<file path="src/rtl/vga_capture.sv">
// vga_capture: one-shot VGA frame grabber. Consumes pixel/sync timing and writes the
// decimated active picture into a 24-bit framebuffer RAM through its d/adr/we port.
// Optional feature macro: CAPTURE_SUM_EN (frame_sum accumulates every stored word).
module vga_capture #(
    parameter int H_ACTIVE = 640,
    parameter int V_ACTIVE = 480,
    parameter int DECIM    = 2,
    parameter int ADR_W    = 17
) (
    input  logic             CLOCK_50,
    input  logic             reset,
    input  logic             pix_en,
    input  logic             vid_hs_n,
    input  logic             vid_vs_n,
    input  logic             vid_blank_n,
    input  logic [7:0]       vid_r,
    input  logic [7:0]       vid_g,
    input  logic [7:0]       vid_b,
    input  logic             arm,
    output logic [ADR_W-1:0] fb_adr,
    output logic [23:0]      fb_d,
    output logic             fb_we,
    output logic             busy,
    output logic             frame_done,
    output logic             overflow,
    output logic [31:0]      frame_sum
);
    localparam int XW       = $clog2(H_ACTIVE + 1);
    localparam int YW       = $clog2(V_ACTIVE + 1);
    localparam int FB_WORDS = (H_ACTIVE / DECIM) * (V_ACTIVE / DECIM);
    localparam logic [XW-1:0]  X_MAX   = XW'(H_ACTIVE);
    localparam logic [YW-1:0]  Y_MAX   = YW'(V_ACTIVE);
    localparam logic [ADR_W:0] ADR_END = (ADR_W + 1)'(FB_WORDS);

    typedef enum logic [1:0] {IDLE, WAIT_VS, CAPTURE, DONE} state_t;

    state_t           state_q, state_d;
    logic [XW-1:0]    x_q, x_d;
    logic [YW-1:0]    y_q, y_d;
    logic [ADR_W-1:0] adr_q, adr_d;
    logic [ADR_W-1:0] fb_adr_q, fb_adr_d;
    logic [23:0]      fb_d_q, fb_d_d;
    logic             fb_we_q, fb_we_d;
    logic             busy_q, busy_d;
    logic             frame_done_q, frame_done_d;
    logic             overflow_q, overflow_d;
    logic             hs_prev_q, hs_prev_d;
    logic             vs_prev_q, vs_prev_d;
    logic             blank_prev_q, blank_prev_d;

    logic hs_fall, vs_fall, blank_fall, arm_acc, keep, adr_full;
    logic [23:0] rgb;

    // Edges only exist on strobe cycles; prev samples idle high so reset never fakes an edge.
    assign hs_fall    = pix_en & hs_prev_q & ~vid_hs_n;
    assign vs_fall    = pix_en & vs_prev_q & ~vid_vs_n;
    assign blank_fall = pix_en & blank_prev_q & ~vid_blank_n;
    assign arm_acc    = (state_q == IDLE) && arm;
    assign keep       = (DECIM == 1) || (!x_q[0] && !y_q[0]);
    assign adr_full   = ({1'b0, adr_q} >= ADR_END);
    assign rgb        = {vid_r, vid_g, vid_b};

    // Next-state: FSM, raster counters, store decision and registered RAM port.
    always_comb begin
        state_d      = state_q;
        x_d          = x_q;
        y_d          = y_q;
        adr_d        = adr_q;
        fb_adr_d     = fb_adr_q;
        fb_d_d       = fb_d_q;
        fb_we_d      = 1'b0;
        frame_done_d = 1'b0;
        overflow_d   = overflow_q;
        hs_prev_d    = hs_prev_q;
        vs_prev_d    = vs_prev_q;
        blank_prev_d = blank_prev_q;
        if (pix_en) begin
            hs_prev_d    = vid_hs_n;
            vs_prev_d    = vid_vs_n;
            blank_prev_d = vid_blank_n;
        end
        case (state_q)
            IDLE: begin
                if (arm) begin
                    state_d    = WAIT_VS;
                    overflow_d = 1'b0;
                end
            end
            WAIT_VS: begin
                if (vs_fall) begin
                    state_d  = CAPTURE;
                    x_d      = '0;
                    y_d      = '0;
                    adr_d    = '0;
                    fb_adr_d = '0;
                end
            end
            CAPTURE: begin
                if (pix_en) begin
                    if (vid_blank_n) begin
                        if (x_q >= X_MAX || y_q >= Y_MAX) begin
                            overflow_d = 1'b1;
                        end else if (keep) begin
                            if (adr_full) begin
                                overflow_d = 1'b1;
                            end else begin
                                fb_we_d  = 1'b1;
                                fb_d_d   = rgb;
                                fb_adr_d = adr_q;
                                adr_d    = adr_q + ADR_W'(1);
                            end
                        end
                        if (x_q != X_MAX) x_d = x_q + XW'(1);
                    end
                    // y saturates too so an over-long frame can never wrap into stores
                    if (blank_fall && x_q != '0 && y_q != Y_MAX) y_d = y_q + YW'(1);
                    if (hs_fall) x_d = '0;
                    // the pixel on this strobe was already handled above
                    if (vs_fall) begin
                        state_d      = DONE;
                        frame_done_d = 1'b1;
                    end
                end
            end
            default: state_d = IDLE;
        endcase
        busy_d = (state_d == WAIT_VS) || (state_d == CAPTURE);
    end

    // State and output registers with synchronous reset.
    always_ff @(posedge CLOCK_50) begin
        if (reset) begin
            state_q      <= IDLE;
            x_q          <= '0;
            y_q          <= '0;
            adr_q        <= '0;
            fb_adr_q     <= '0;
            fb_d_q       <= '0;
            fb_we_q      <= 1'b0;
            busy_q       <= 1'b0;
            frame_done_q <= 1'b0;
            overflow_q   <= 1'b0;
            hs_prev_q    <= 1'b1;
            vs_prev_q    <= 1'b1;
            blank_prev_q <= 1'b1;
        end else begin
            state_q      <= state_d;
            x_q          <= x_d;
            y_q          <= y_d;
            adr_q        <= adr_d;
            fb_adr_q     <= fb_adr_d;
            fb_d_q       <= fb_d_d;
            fb_we_q      <= fb_we_d;
            busy_q       <= busy_d;
            frame_done_q <= frame_done_d;
            overflow_q   <= overflow_d;
            hs_prev_q    <= hs_prev_d;
            vs_prev_q    <= vs_prev_d;
            blank_prev_q <= blank_prev_d;
        end
    end

    assign fb_adr     = fb_adr_q;
    assign fb_d       = fb_d_q;
    assign fb_we      = fb_we_q;
    assign busy       = busy_q;
    assign frame_done = frame_done_q;
    assign overflow   = overflow_q;

`ifdef CAPTURE_SUM_EN
    logic [31:0] sum_q, sum_d;

    // Checksum restarts on an accepted arm and adds each word as it is stored.
    always_comb begin
        sum_d = sum_q;
        if (arm_acc)      sum_d = 32'h0;
        else if (fb_we_d) sum_d = sum_q + {8'h0, rgb};
    end

    // Checksum register.
    always_ff @(posedge CLOCK_50) begin
        if (reset) sum_q <= 32'h0;
        else       sum_q <= sum_d;
    end

    assign frame_sum = sum_q;
`else
    assign frame_sum = 32'h0;
`endif

endmodule

</file>
<file path="config.mk">
export PLATFORM = sky130hd
export DESIGN_NAME = vga_capture
export DESIGN_NICKNAME = d
export VERILOG_FILES = /design/src/rtl/vga_capture.sv
export SDC_FILE = /design/constraint.sdc
export NUM_CORES = 1
export LEC_CHECK = 0
export CAP_MARGIN = 20
export CORE_MARGIN = 2
export CORE_UTILIZATION = 30
export CTS_BUF_LIST = sky130_fd_sc_hd__clkbuf_4
export DETAILED_ROUTE_END_ITERATION = 8
export MAX_ROUTING_LAYER = met4
export PLACE_DENSITY = 0.57
export SLEW_MARGIN = 20
export SYNTH_ARGS = -nofsm -noshare
export SYNTH_HDL_FRONTEND = slang
export SYNTH_SLANG_ARGS = --single-unit
</file>
<file path="constraint.sdc">
create_clock -name CLOCK_50 -period 2.3 [get_ports CLOCK_50]
set_clock_uncertainty 0.1 [all_clocks]
set_input_delay 0.46 -clock CLOCK_50 [delete_from_list [all_inputs] [get_ports CLOCK_50]]
set_output_delay 0.46 -clock CLOCK_50 [all_outputs]
set_load 0.03 [all_outputs]
</file>
==> results.txt <==
- Outcome: complete, no violations
- By area the synthesized netlist is led by dfxtp_1 42%, nand2_1 7.6%, a21oi_1 7.0%.
- The first routing iteration left 144 violations.
- Once placement finished, the instance area stood at 0.00509 mm^2.
- The finished cells cover 0.00526 mm^2.
- Leak: 1.87 nW
* Final count of negative-setup-slack endpoints: 0
- Share of the synthesized area in the top cell type: 0.421
- TritonCTS clock tree: done
* Seq/Total Area, Yosys: 0.421
- For the worst flop-to-flop path, the logic depth is 7.
- Cell internal power was estimated by the tool at 2.04 mW.
- Switching power: 0.722 mW
- dfxtp_1 takes more of the synthesized area than any other cell.
- Unrepaired setup endpoints after global routing: false
- Syn-to-layout area delta: 28.8%
- Measured against its own limit, the worst slew margin works out to 0.526.
* Average vias per placed instance: 4.76
- Total number of vias: 3674
- X dimension of the die: 121 um
- Before CTS, the worst setup slack after placement is -0.381 ns.
* Worst flop-to-flop path startpoint: x_q[1]
- At the end of routability-driven placement, the weighted congestion stood at 0.852.
- Effective utilization at floorplan: 0.307
- The finished layout holds 772 standard cells, fillers aside.
- R2R Setup Slk: 0.17 ns
* Part of the power in combinational logic: 0.092
- In this run the core area contains 42 standard-cell rows.
* Maximum number of buffers from clock root to sink: 2
- The worst-case IR drop observed on VDD is 0.263 mV.
- Count of H-tree levels built during CTS: 3
- After detailed routing, the number of remaining DRC violations is 0.
- The tightest min-delay check is of the reg -> reg type.
- The clock drives 86 sinks.
- Synthesized netlist cell count: 496
- Hold wc startpoint: fb_adr[5]
- Clock-pin slew was measured on the worst setup and hold paths at 0.15 ns.
- In this run the vertical extent of the chip is 121 um.
- The number of slew-limit violations in the final report is 0.
* Placeable Area: 0.0133 mm^2
- Of the total synthesized cell area, the portion taken by XOR and XNOR cells is 0.0279.
- Number of setup buffers added after CTS: 0
- Final Hold Vio Count: 0
- Once detailed placement completed, the half-perimeter wirelength came to 7190 um.
- Share of cell area taken by muxes after synthesis: 0.0126
- Most frequent cells after synthesis: 86 x dfxtp_1, 83 x nand2_1, 57 x a21oi_1
* Skew-Pair Late Insertion Delay: 0.43 ns
- Data required time at the worst endpoint: 2.53 ns
- Total of buffers placed on input and output ports: 75
* Arithmetic-cell share of the synthesized area counting full adders, half adders and majority gates: 0.0184
- Type of origin of the critical path: flop
- The endpoint identified for the worst register-to-register timing path is x_q[9].
- The most common cell in the synthesized netlist is dfxtp_1.
- Entering global routing, the biggest net connects 49 pins.
- Hold is met by 0.363 ns.
- The via count of the first global-routing pass is 3542.
- Of the total synthesized cell area, the portion taken by AND, OR, NAND and NOR gates is 0.252.
- Subtracting the final worst setup slack from the clock period gives 2.13 ns.
- The number of antenna violations at the first check in global routing was 0.
- In the synthesized netlist the async set-or-reset flop fraction comes to 0.
- Worst hold path cell count: 2
- Part of the power in registers: 0.547
- STA puts the critical path data arrival time at 2.37 ns.
* Post-route total power: 2.76 mW
- Dominant combinational cell family by area after synthesis: simple AND/OR/NAND/NOR gates
- WL per Instance: 13.0 um
- Worst Path Class, Setup: reg -> reg
- Gates resized during post-CTS repair numbered 1.
* Count of pins on the block boundary: 108
* Crit path setup slack, layout: 0.165 ns
* Post-synth EDFFs: 0
* Worst Hold Path EP: fb_adr[5]
- The number of placed instances, taps included, is 756.
- Static timing analysis puts the maximum clock frequency at 468 MHz.
- A synthesized cell averages 8.24 um^2.
- STA classifies the critical path endpoint as a flop.
- The synthesized design contains 86 register bits.
* Max-cap violations: 0
- Portion of total power attributed to the clock network: 0.361
- Yosys printed 0 warnings.
- Nets: 628
- Among all flip-flop cells after synthesis, the most frequent one is dfxtp_1.
* Ant. Diodes: 0
- Post-synthesis instance area: 0.00409 mm^2
* Die ar.: 0.0146 mm^2
* Total detailed-routing wirelength: 10000 um
- Overall Global Routing Usage: 0.145
- Period utilization: 0.928
- CTS hold repair buffers: 0
- Clock root buffer: clkbuf_4
- Switching power as a share of total power: 0.262
* CTS Buf Count: 9
- The compound-cell area share of the yosys netlist was 0.164.
- Actual transition at the worst max-transition pin: 0.711 ns
- In this run, distinct cell masters in the synthesized netlist total 56.
* CP max FO: 8
* GRT Residual Overflow: 0
- Global-route wire length before repair: 16900 um
* DRT antenna net count: 0
- Pwr Density: 524 mW/mm^2
- Drt first pass iters: 4
- In the final layout, the share of cells above drive strength 1 is 0.119.
## cell type report
cell class                      instances  area, um^2
Multi-Input combinational cell        374        2070
Timing Repair Buffer                  112        1050
Sequential cell                        86        1720
Clock inverter                          7        95.1
Tap cell                              176         220
Fill cell                            1380        8040
Inverter                                8        35.0
Clock buffer                            9        67.6
## cell usage in the layout, fill, tap and decap left out, types with 3 or more instances in the layout
cell type        count
a21oi_2              3
dfxtp_1             86
or3_1                3
clkdlybuf4s50_1     74
nand3_1             31
nand2_1             83
nor2_1              36
a211oi_1             5
o21ai_1              3
and3_1               5
xnor2_1             13
nor4_1               8
or2_2                3
o31ai_1              6
ha_1                 6
a21oi_1             56
buf_4               35
a31oi_1              3
mux2i_1              4
nor3_1               4
conb_1              32
nand2b_1             6
o21ai_0             19
nand4_1             11
inv_1                6
clkbuf_4             9
## power groups by stage
stage | sequential, mW | clock, mW | combinational, mW
after floorplan | 1.55 | 0 | 0.185
after global placement | 1.54 | 0 | 0.251
after detailed placement | 1.54 | 0 | 0.253
after CTS | 1.51 | 1.03 | 0.254
after global routing | 1.51 | 1.10 | 0.275
final | 1.51 | 0.995 | 0.253
## sequential cells by signal, indices dropped and copies added (netlist names)
| name | cells |
|---|---|
| fb_d | 24 |
| adr_q | 17 |
| fb_adr | 17 |
| x_q | 10 |
| y_q | 9 |
| state_q | 2 |
| blank_prev_q | 1 |
| busy | 1 |
| fb_we | 1 |
| frame_done | 1 |
| hs_prev_q | 1 |
| overflow | 1 |
| vs_prev_q | 1 |
## worst max-delay path, stage by stage (launching register included)
cell,delay [ns]
dfxtp_1,0.37
inv_1,0.06
ha_1,0.14
or4b_4,0.51
o31ai_4,0.44
a2111oi_0,0.20
xnor2_1,0.17
nor2_1,0.05
## worst max-delay path by stage
stage	start	end	cells past startpoint	slack [ns]
3_5_place_dp	vid_vs_n	adr_q[11]	6	-0.38
6_report	x_q[1]	x_q[9]	7	0.17
3_3_place_gp	pix_en	adr_q[8]	6	-0.30
5_1_grt	state_q[1]	adr_q[7]	5	0.003
4_1_cts	y_q[0]	y_q[1]	8	0.04
2_1_floorplan	pix_en	adr_q[15]	7	0.28
## cell families (layout without fill, tap and decap cells)
family                   Yosys count  in the layout
XOR/XNOR                          13             13
multiplexers                       5              5
flip-flops                        86             86
AO/OA/AOI/OAI                    109            109
other                              1             32
buffers and inverters             67            136
AND/OR/NAND/NOR                  209            209
adder cells (fa/ha/maj)            6              6
## metal layers
metal  vias up  global-route usage  part of all wire  wire (um)
met2        96               0.233              0.47       4690
met4         0              0.0465             0.013        131
met3        11              0.0434             0.061        613
met1      1709               0.175              0.46       4570
met5         -                   -                 0          0
li1       1858                   -                 -          -
## stage by stage
stage	setup TNS [ns]	util
after floorplan	0	-
after global placement	-4.27	0.383
after detailed placement	-5.89	0.383
after CTS	0	0.395
after global routing	0	0.396
final	0	0.396
(Power assumes the default switching activity.)
